===== src/rtl/mips_div_unit_pkg.sv =====
// mips_div_unit_pkg: shared state encodings, control constants and decoder funct codes for the divider
package mips_div_unit_pkg;
   typedef enum logic [1:0] {
      DIV_FREE   = 2'b00,
      DIV_BYZERO = 2'b01,
      DIV_ON     = 2'b10,
      DIV_END    = 2'b11
   } div_state_e;
   localparam logic DIV_START            = 1'b1;
   localparam logic DIV_STOP             = 1'b0;
   localparam logic DIV_RESULT_READY     = 1'b1;
   localparam logic DIV_RESULT_NOT_READY = 1'b0;
   localparam logic [5:0] EXE_DIV  = 6'b011010;
   localparam logic [5:0] EXE_DIVU = 6'b011011;
   function automatic logic is_div_funct(input logic [5:0] funct);
      return (funct == EXE_DIV) || (funct == EXE_DIVU);
   endfunction
endpackage


===== src/rtl/mips_div_step.sv =====
// mips_div_step: one restoring-division step, shift in a dividend bit then conditionally subtract the divisor
module mips_div_step #(
   parameter int WIDTH = 32
) (
   input  logic [WIDTH:0]   part_i,
   input  logic [WIDTH-1:0] divisor_i,
   input  logic             bit_i,
   output logic [WIDTH:0]   part_o,
   output logic             q_o
);
   logic [WIDTH+1:0] diff;
   assign diff   = {part_i, bit_i} - {2'b00, divisor_i};
   assign q_o    = ~diff[WIDTH+1];
   assign part_o = q_o ? diff[WIDTH:0] : {part_i[WIDTH-1:0], bit_i};
endmodule


===== src/rtl/mips_div_unit.sv =====
// mips_div_unit: iterative radix-2 DIV/DIVU unit producing {remainder, quotient} and stalling the pipeline while busy
module mips_div_unit
   import mips_div_unit_pkg::*;
#(
   parameter int WIDTH = 32,
   parameter int CNT_W = 6
) (
   input  logic               clk,
   input  logic               resetn,
   input  logic               start,
   input  logic               signed_div,
   input  logic [WIDTH-1:0]   opdata1,
   input  logic [WIDTH-1:0]   opdata2,
   input  logic               annul,
   output logic [2*WIDTH-1:0] result,
   output logic               ready,
   output logic               stall
);
   div_state_e         state_q, state_d;
   logic [CNT_W-1:0]   cnt_q, cnt_d;
   logic [WIDTH-1:0]   dvd_q, dvd_d;
   logic [WIDTH-1:0]   dvs_q, dvs_d;
   logic [WIDTH:0]     part_q, part_d;
   logic               s1_q, s1_d;
   logic               s2_q, s2_d;
   logic [2*WIDTH-1:0] result_q, result_d;
   logic [WIDTH:0]     step_part;
   logic               step_q;
   logic               neg1, neg2;
   logic [WIDTH-1:0]   abs1, abs2, quot_nxt, quot_fix, rem_fix;

   mips_div_step #(.WIDTH(WIDTH)) u_step (
      .part_i    (part_q),
      .divisor_i (dvs_q),
      .bit_i     (dvd_q[WIDTH-1]),
      .part_o    (step_part),
      .q_o       (step_q)
   );

   assign neg1     = signed_div & opdata1[WIDTH-1];
   assign neg2     = signed_div & opdata2[WIDTH-1];
   assign abs1     = neg1 ? -opdata1 : opdata1;
   assign abs2     = neg2 ? -opdata2 : opdata2;
   assign quot_nxt = {dvd_q[WIDTH-2:0], step_q};
   assign quot_fix = (s1_q ^ s2_q) ? -quot_nxt : quot_nxt;
   assign rem_fix  = s1_q ? -step_part[WIDTH-1:0] : step_part[WIDTH-1:0];

   assign result = result_q;
   assign ready  = (state_q == DIV_END) ? DIV_RESULT_READY : DIV_RESULT_NOT_READY;
   assign stall  = ((state_q == DIV_FREE && start == DIV_START) || state_q == DIV_BYZERO || state_q == DIV_ON)
                   ? DIV_START : DIV_STOP;

   // next-state: latch operands in idle, iterate one quotient bit per cycle, apply sign fix-up on the last step
   always_comb begin
      state_d  = state_q;
      cnt_d    = cnt_q;
      dvd_d    = dvd_q;
      dvs_d    = dvs_q;
      part_d   = part_q;
      s1_d     = s1_q;
      s2_d     = s2_q;
      result_d = result_q;
      case (state_q)
         DIV_FREE: begin
            if (start == DIV_START && !annul) begin
               state_d = (opdata2 == '0) ? DIV_BYZERO : DIV_ON;
               cnt_d   = '0;
               dvd_d   = abs1;
               dvs_d   = abs2;
               part_d  = '0;
               s1_d    = neg1;
               s2_d    = neg2;
            end
         end
         DIV_BYZERO: begin
            state_d  = annul ? DIV_FREE : DIV_END;
            result_d = annul ? result_q : '0;
         end
         DIV_ON: begin
            if (annul) begin
               state_d = DIV_FREE;
            end else begin
               part_d = step_part;
               dvd_d  = quot_nxt;
               cnt_d  = cnt_q + 1'b1;
               if (cnt_q == CNT_W'(WIDTH-1)) begin
                  state_d  = DIV_END;
                  result_d = {rem_fix, quot_fix};
               end
            end
         end
         default: state_d = DIV_FREE;
      endcase
   end

   // state and datapath registers, cleared asynchronously by resetn
   always_ff @(posedge clk or negedge resetn) begin
      if (!resetn) begin
         state_q  <= DIV_FREE;
         cnt_q    <= '0;
         dvd_q    <= '0;
         dvs_q    <= '0;
         part_q   <= '0;
         s1_q     <= 1'b0;
         s2_q     <= 1'b0;
         result_q <= '0;
      end else begin
         state_q  <= state_d;
         cnt_q    <= cnt_d;
         dvd_q    <= dvd_d;
         dvs_q    <= dvs_d;
         part_q   <= part_d;
         s1_q     <= s1_d;
         s2_q     <= s2_d;
         result_q <= result_d;
      end
   end
endmodule


===== config.mk =====
export PLATFORM = sky130hd
export DESIGN_NAME = mips_div_unit
export DESIGN_NICKNAME = d
export VERILOG_FILES = /design/src/rtl/mips_div_unit_pkg.sv /design/src/rtl/mips_div_step.sv /design/src/rtl/mips_div_unit.sv
export SDC_FILE = /design/constraint.sdc
export NUM_CORES = 1
export LEC_CHECK = 0
export BUFFER_PORTS_ARGS = -buffer_cell sky130_fd_sc_hd__buf_2
export CAP_MARGIN = 20
export CORE_MARGIN = 3
export CORE_UTILIZATION = 40
export DETAILED_ROUTE_END_ITERATION = 7
export GPL_TIMING_DRIVEN = 0
export SLEW_MARGIN = 10
export SYNTH_ARGS = -nofsm -noshare
export SYNTH_HDL_FRONTEND = slang
export SYNTH_SLANG_ARGS = --single-unit

===== constraint.sdc =====
create_clock -name clk -period 6.48 [get_ports clk]
set_input_delay 0 -clock clk [delete_from_list [all_inputs] [get_ports clk]]
set_output_delay 0 -clock clk [all_outputs]
set_load 0.005 [all_outputs]

==> metrics.cfg, run 1 <==
[status]
status = finished clean

[clock_tree]
cts_buffer_depth = 2
clk_pin_slew_ns = 0.08
clk_latency_ns = 0.45
h-tree-depth = 4
numCtsBuffers = 17
cts_tree = yes
cts_sinks = 171
clockRootBuffer = clkbuf_16

[yosys]
ys_types = 81
yosysWarnings = 0
synth_area_leaders = dfrtp_1 (36%), o21ai_0 (8.6%), nand2_1 (7.3%)
syn_area_um2 = 12020
yosysMostFrequentCell = nand2_1
synth_nets = 1589
syn_avg_cell_area_um2 = 8.135
ys_seq_elements = 171
synth_commonest_cells = nand2_1 (235), o21ai_0 (207), dfrtp_1 (171)
synth_largest_area_cell = dfrtp_1
synth.top_cell.area_share_pct = 35.59
ys.flop_type = dfrtp_1
ys_seq_area_share_pct = 35.59
async_reset_ff_share_pct = 100.0
synth_enable_flop_cells = 0
syn_inst = 1478

[global_routing]
grt_pass1_wl_um = 61290
grt_pass1_vias = 11170
grt.overflow.total = 0
antenna_found_initial = 0
grt_max_degree = 88
grtUsageTotal_pct = 24.25

[routing]
avgViaCountPerCell = 5.463
drt_wl_total_um = 38070
dr.pass1.iters = 5
vias = 11280
avgRoutedWirePerCell_um = 18.44
initialDrtViolationCount = 732
drc_errors = 0
ant_nets = 0

[sta]
min_period_ns = 6.104
post-route-period-util_pct = 94.21
worstMarginPinSlew_ns = 1.056
finalHoldViolCount = 0
whs_ns = 0.02196
slew_headroom_pct = 28.96
finClkSkew_ns = 0.01814
layout_setup_ws_ns = 0.3755
max_freq_ghz = 0.1638
slew_viol_final = 0
grt_setup_unrepaired = no
setup_viol = 0
tns_ns = 0

[floorplan]
num_rows = 62
core_um2 = 29170
initial_core_util_pct = 41.22
dieHeight_um = 179.4
fp.dieW_um = 179.4
io_pins = 135
die-area_um2 = 32180

[critical_path]
worst-setup-path-type = reg -> reg
rr_worst_depth = 21
reg2reg_from = part_q[17]$_DFFE_PN0P_
cp.required_ns = 6.80
r2r_end = result[60]$_DFFE_PN0P_
reg2reg_slack_ns = 0.38
critPathCaptureType = flop
arrival_ns = 6.43
crit_fanout = 10
startpoint_type = flop

[power]
p_per_area_nw_per_um2 = 490.4
power.leakage_uw = 0.006260
total_power_uw = 6945
ir_worst_vdd_mv = 0.2194

[worst_hold_path]
min_from = opdata1[15]
hold_path.class = in -> reg
min_path_cells = 5
hold_path_end = dvd_q[15]$_DFFE_PN0P_

[placement]
postPlaceCellArea_um2 = 13210
dp_hpwl_um = 29750
gp_congestion = 0.9805
io_buffer_count = 134
pre_cts_slack_ns = 0.3566

[finish]
drive_gt1_share_pct = 13.21
nets = 1779
seq_area_um2 = 4279
multi_input_area_um2 = 7203
fin_area_um2 = 14160
syn_to_final_growth_pct = 17.77
nFillCells = 2994

[job]
drv_cap = 0

## sequential cells by signal, indices dropped and copies added (netlist names)
name / count
cnt_q: 6
dvd_q: 32
result: 64
s1_q: 1
state_q: 2
s2_q: 1
dvs_q: 32
part_q: 33
## worst max-delay path: stages (launching register included)
cell	delay, ns
dfrtp_1	0.48
ha_1	0.31
buf_2	0.18
a21oi_1	0.14
o21ai_1	0.28
a211oi_1	0.13
o31ai_1	0.59
o21a_4	0.31
nor2_8	0.07
inv_4	0.16
buf_2	0.31
buf_1	0.55
o21ai_0	0.16
inv_1	0.15
ha_1	0.22
and3b_1	0.21
nand4_1	0.13
mux2i_1	0.44
o2111ai_1	0.48
o41ai_2	0.37
xor2_1	0.20
o21ai_1	0.08
## timing repair
item,CTS,global route
endpoints found under the hold margin,120,0
gates resized for setup,0,1
setup buffers,0,0
hold buffers,36,0
endpoints found under the setup margin,0,2
## cell type report
type | count | area share (%)
antenna | 1 | 0.01767
inverter | 58 | 1.555
clock inverter | 14 | 1.087
multi-input combinational | 1171 | 50.87
timing repair buffer | 171 | 7.545
buffer | 78 | 2.315
clock buffer | 17 | 3.004
tap | 384 | 3.393
sequential | 171 | 30.22
## cell usage in the layout (no fill, tap or decap), types with 41 or more instances in the layout
| master | count |
|---|---|
| a21oi_1 | 118 |
| buf_2 | 146 |
| clkbuf_1 | 55 |
| dfrtp_1 | 171 |
| ha_1 | 41 |
| inv_1 | 57 |
| nand2_1 | 235 |
| nor2_1 | 106 |
| o21ai_0 | 207 |
| xnor2_1 | 78 |
| xor2_1 | 63 |
## where the power goes
part	leakage, uW	internal (uW)	switching [uW]
combinational	0.00369	1540	2770
sequential	0.00228	1310	271
clock	0.000284	547	503
total	0.00626	3400	3550
## routing by layer
| layer | GRT usage [%] | vias up | part of all wire, % |
|---|---|---|---|
| li1 | - | 5568 | - |
| met2 | 38.12 | 311 | 45 |
| met4 | 6.830 | 0 | 2.0 |
| met1 | 34.93 | 5364 | 47 |
| met3 | 3.456 | 39 | 5.8 |
| met5 | 0 | - | 0 |
## how the worst max path moves through the flow
stage | start | end | slack (ns) | cells after the start
3_3_place_gp | part_q[0]$_DFFE_PN0P_ | result[60]$_DFFE_PN0P_ | 0.36 | 20
3_5_place_dp | part_q[17]$_DFFE_PN0P_ | result[60]$_DFFE_PN0P_ | 0.36 | 21
4_1_cts | part_q[0]$_DFFE_PN0P_ | result[60]$_DFFE_PN0P_ | 0.32 | 20
6_report | part_q[17]$_DFFE_PN0P_ | result[60]$_DFFE_PN0P_ | 0.38 | 21
2_1_floorplan | part_q[0]$_DFFE_PN0P_ | result[60]$_DFFE_PN0P_ | 2.03 | 20
5_1_grt | part_q[17]$_DFFE_PN0P_ | result[60]$_DFFE_PN0P_ | 0.03 | 21
## metrics by stage
stage,instances,utilization [%]
floorplan,1478,-
global placement,1996,45.17
detailed placement,1997,45.30
CTS,2064,48.52
global route,2064,48.54
finish,2065,48.55
## cells by family after synthesis
family | count (synthesis) | synth area share (%)
xor gates and xnor gates | 141 | 10.27
buffers and inverters | 136 | 4.558
adders and majority gates | 42 | 4.433
muxes | 25 | 2.196
DFF | 171 | 35.59
AOI/OAI and AO/OA | 469 | 23.94
and+or+nand+nor | 494 | 19.01
No activity file was read; power rests on OpenSTA's default activity.
==> inputs of run 2 (changes only) <==
--- a/config.mk
+++ b/config.mk
@@ -8,9 +8,10 @@
 export BUFFER_PORTS_ARGS = -buffer_cell sky130_fd_sc_hd__buf_2
 export CAP_MARGIN = 20
 export CORE_MARGIN = 3
-export CORE_UTILIZATION = 40
+export CORE_UTILIZATION = 55
 export DETAILED_ROUTE_END_ITERATION = 7
 export GPL_TIMING_DRIVEN = 0
+export PLACE_DENSITY = 0.76
 export SLEW_MARGIN = 10
 export SYNTH_ARGS = -nofsm -noshare
 export SYNTH_HDL_FRONTEND = slang
==> metrics.cfg, run 2 (synthesis results as in run 1) <==
[status]
status = finished clean  ; unchanged

[clock_tree]
ctsResizeCount = 0  ; unchanged
post-cts-setup-buffer-count = 0  ; unchanged
cts_sinks = 171  ; unchanged
cts_hold_buf = 34  ; was 36
cts_tree = yes  ; unchanged
clockRootBuffer = clkbuf_16  ; unchanged
cts_buffer_depth = 2  ; unchanged
numCtsBuffers = 17  ; unchanged
clk_pin_slew_ns = 0.07  ; was 0.08 ns
clk_latency_ns = 0.44  ; was 0.45 ns
h-tree-depth = 4  ; unchanged

[finish]
syn_to_final_growth_pct = 16.41  ; was 17.77%
diodes = 0  ; was 1
final_common_cell = nand2_1  ; unchanged
drive_gt1_share_pct = 13.33  ; was 13.21%
nFillCells = 1872  ; was 2994
largest_register_ffs = 64  ; unchanged
final_cell_mix = nand2_1 (235), o21ai_0 (207), dfrtp_1 (171)  ; unchanged
multi_input_area_um2 = 7197  ; was 7203 um2
seq_area_um2 = 4279  ; unchanged
nets = 1778  ; was 1779

[sta]
grt_setup_unrepaired = no  ; unchanged
worstMarginPinSlew_ns = 1.008  ; was 1.056 ns
finalHoldViolCount = 0  ; unchanged
min_period_ns = 6.016  ; was 6.104 ns
whs_ns = 0.01588  ; was 0.02196 ns
finClkSkew_ns = 0.01405  ; was 0.01814 ns
tns_ns = 0  ; unchanged
setup_viol = 0  ; unchanged
slew_headroom_pct = 32.16  ; was 28.96%
max_freq_ghz = 0.1662  ; was 0.1638 GHz
post-route-period-util_pct = 92.83  ; was 94.21%
slew_viol_final = 0  ; unchanged

[power]
clkPwrFrac_pct = 14.7  ; was 15.1%
comb_power_share_pct = 62.2  ; was 62.1%
p_switching_uw = 3478  ; was 3549 uW
seqPwrFrac_pct = 23.1  ; was 22.8%
switching_share_pct = 50.87  ; was 51.10%
ir_worst_vdd_mv = 0.2173  ; was 0.2194 mV
power.leakage_uw = 0.006251  ; was 0.006260 uW
p_per_area_nw_per_um2 = 488.4  ; was 490.4 nW/um2
p_int_uw = 3358  ; was 3396 uW

[routing]
wl_met3_um = 3083  ; was 2222 um
drt_wl_total_um = 35240  ; was 38070 um
dr.pass1.iters = 6  ; was 5
wl_met2_um = 15670  ; was 17020 um
initialDrtViolationCount = 1068  ; was 732
wl_met1_um = 15870  ; was 18080 um
vias = 11600  ; was 11280
highest_layer = met4  ; unchanged
ant_nets = 0  ; unchanged
avgViaCountPerCell = 5.932  ; was 5.463
avgRoutedWirePerCell_um = 18.03  ; was 18.44 um
drc_errors = 0  ; unchanged

[global_routing]
grt.overflow.total = 0  ; unchanged
grtUsageTotal_pct = 29.58  ; was 24.25%
grt_max_degree = 104  ; was 88
grt_pass1_vias = 10950  ; was 11170
antenna_found_initial = 0  ; unchanged
grt_pass1_wl_um = 57040  ; was 61290 um

[critical_path]
cpPeakStageDelay_ns = 0.72  ; was 0.59 ns
critPathSlowestCell = nor3_2  ; was o31ai_1
startpoint_type = flop  ; unchanged
arrival_ns = 6.32  ; was 6.43 ns
crit_buf_inv = 5  ; unchanged
worst-setup-path-type = reg -> reg  ; unchanged
crit_family = compound AO/OA/AOI/OAI gates  ; unchanged
cp.required_ns = 6.79  ; was 6.80 ns
crit_fanout = 10  ; unchanged
cp_cell_sequence = inv_1 > ha_1 > nor2b_1 > o31ai_1 > a211o_1 > a31oi_4 > nor3_2 > nor2_8 > inv_4 > buf_2 > buf_1 > o21ai_0 > inv_1 > ha_1 > and3_1 > nand3_1 > mux2i_1 > o2111ai_1 > o31ai_2 > xnor2_1 > o21ai_1  ; was ha_1 > buf_2 > a21oi_1 > o21ai_1 > a211oi_1 > o31ai_1 > o21a_4 > nor2_8 > inv_4 > buf_2 > buf_1 > o21ai_0 > inv_1 > ha_1 > and3b_1 > nand4_1 > mux2i_1 > o2111ai_1 > o41ai_2 > xor2_1 > o21ai_1
critPathCaptureType = flop  ; unchanged

[placement]
dp_hpwl_um = 26930  ; was 29750 um
io_buffer_count = 134  ; unchanged
gp_congestion = 0.9712  ; was 0.9805

[job]
drv_cap = 0  ; unchanged

[floorplan]
io_pins = 135  ; unchanged
initial_core_util_pct = 56.66  ; was 41.22%
fp.dieW_um = 153.9  ; was 179.4 um
die-area_um2 = 23670  ; was 32180 um2
num_rows = 53  ; was 62
core_um2 = 21220  ; was 29170 um2
dieHeight_um = 153.9  ; was 179.4 um

[worst_hold_path]
hold_path.class = in -> reg  ; unchanged

## run 2: worst paths after layout
check                           slack [ns]  cells after the start                  start                endpoint
worst max-delay path                  0.46                     21   dvs_q[1]$_DFFE_PN0P_  result[58]$_DFFE_PN0P_
worst min-delay path                  0.02                      5            opdata1[15]   dvd_q[15]$_DFFE_PN0P_
worst max register to register        0.46                     21   dvs_q[1]$_DFFE_PN0P_  result[58]$_DFFE_PN0P_
worst min register to register        0.48                      2  result[9]$_DFFE_PN0P_   result[9]$_DFFE_PN0P_
max in group asynchronous             5.49                      3                 resetn   dvs_q[17]$_DFFE_PN0P_
min in group asynchronous             0.09                      2                 resetn   dvd_q[18]$_DFFE_PN0P_
## run 2: worst register-to-register path, cell delays in order (launching register included)
cell       delay [ns]
dfrtp_1          0.39
inv_1            0.12
ha_1             0.24
nor2b_1          0.16
o31ai_1          0.51
a211o_1          0.33
a31oi_4          0.14
nor3_2           0.73
nor2_8           0.05
inv_4            0.18
buf_2            0.27
buf_1            0.60
o21ai_0          0.15
inv_1            0.14
ha_1             0.21
and3_1           0.20
nand3_1          0.09
mux2i_1          0.41
o2111ai_1        0.38
o31ai_2          0.32
xnor2_1          0.19
o21ai_1          0.08
## run 2: cell type report
cell class | instances | area share (%)
Multi-Input combinational cell | 1171 | 51.42
Inverter | 58 | 1.573
Tap cell | 275 | 2.458
Sequential cell | 171 | 30.57
Timing Repair Buffer | 170 | 7.527
Clock buffer | 17 | 3.039
Clock inverter | 15 | 1.073
Buffer | 78 | 2.342
## run 2: power groups by stage
stage | logic [uW] | clock network (uW) | registers, uW
after floorplan | 3130 | 0 | 1510
after global placement | 4060 | 0 | 1570
after detailed placement | 4120 | 0 | 1590
after CTS | 4160 | 1020 | 1570
after global routing | 4660 | 1070 | 1610
final | 4250 | 1000 | 1580
## run 2: stage by stage
step	cells	setup WS (ns)	total power, uW	util, %	instance area, um2
2_1_floorplan	1478	2.031	4640	-	12020
5_1_grt	1955	0.1537	7339	65.96	14000
3_5_place_dp	1889	0.6079	5707	61.65	13080
6_report	1955	0.4643	6836	65.96	14000
4_1_cts	1955	0.6356	6745	65.96	14000
3_3_place_gp	1887	0.6810	5627	61.44	13040
## run 2: layer usage
metal | global-route usage [%] | up-vias
li1 | - | 5580
met1 | 43.55 | 5445
met2 | 46.02 | 523
met3 | 4.925 | 50
met4 | 6.939 | 0
met5 | 0 | -
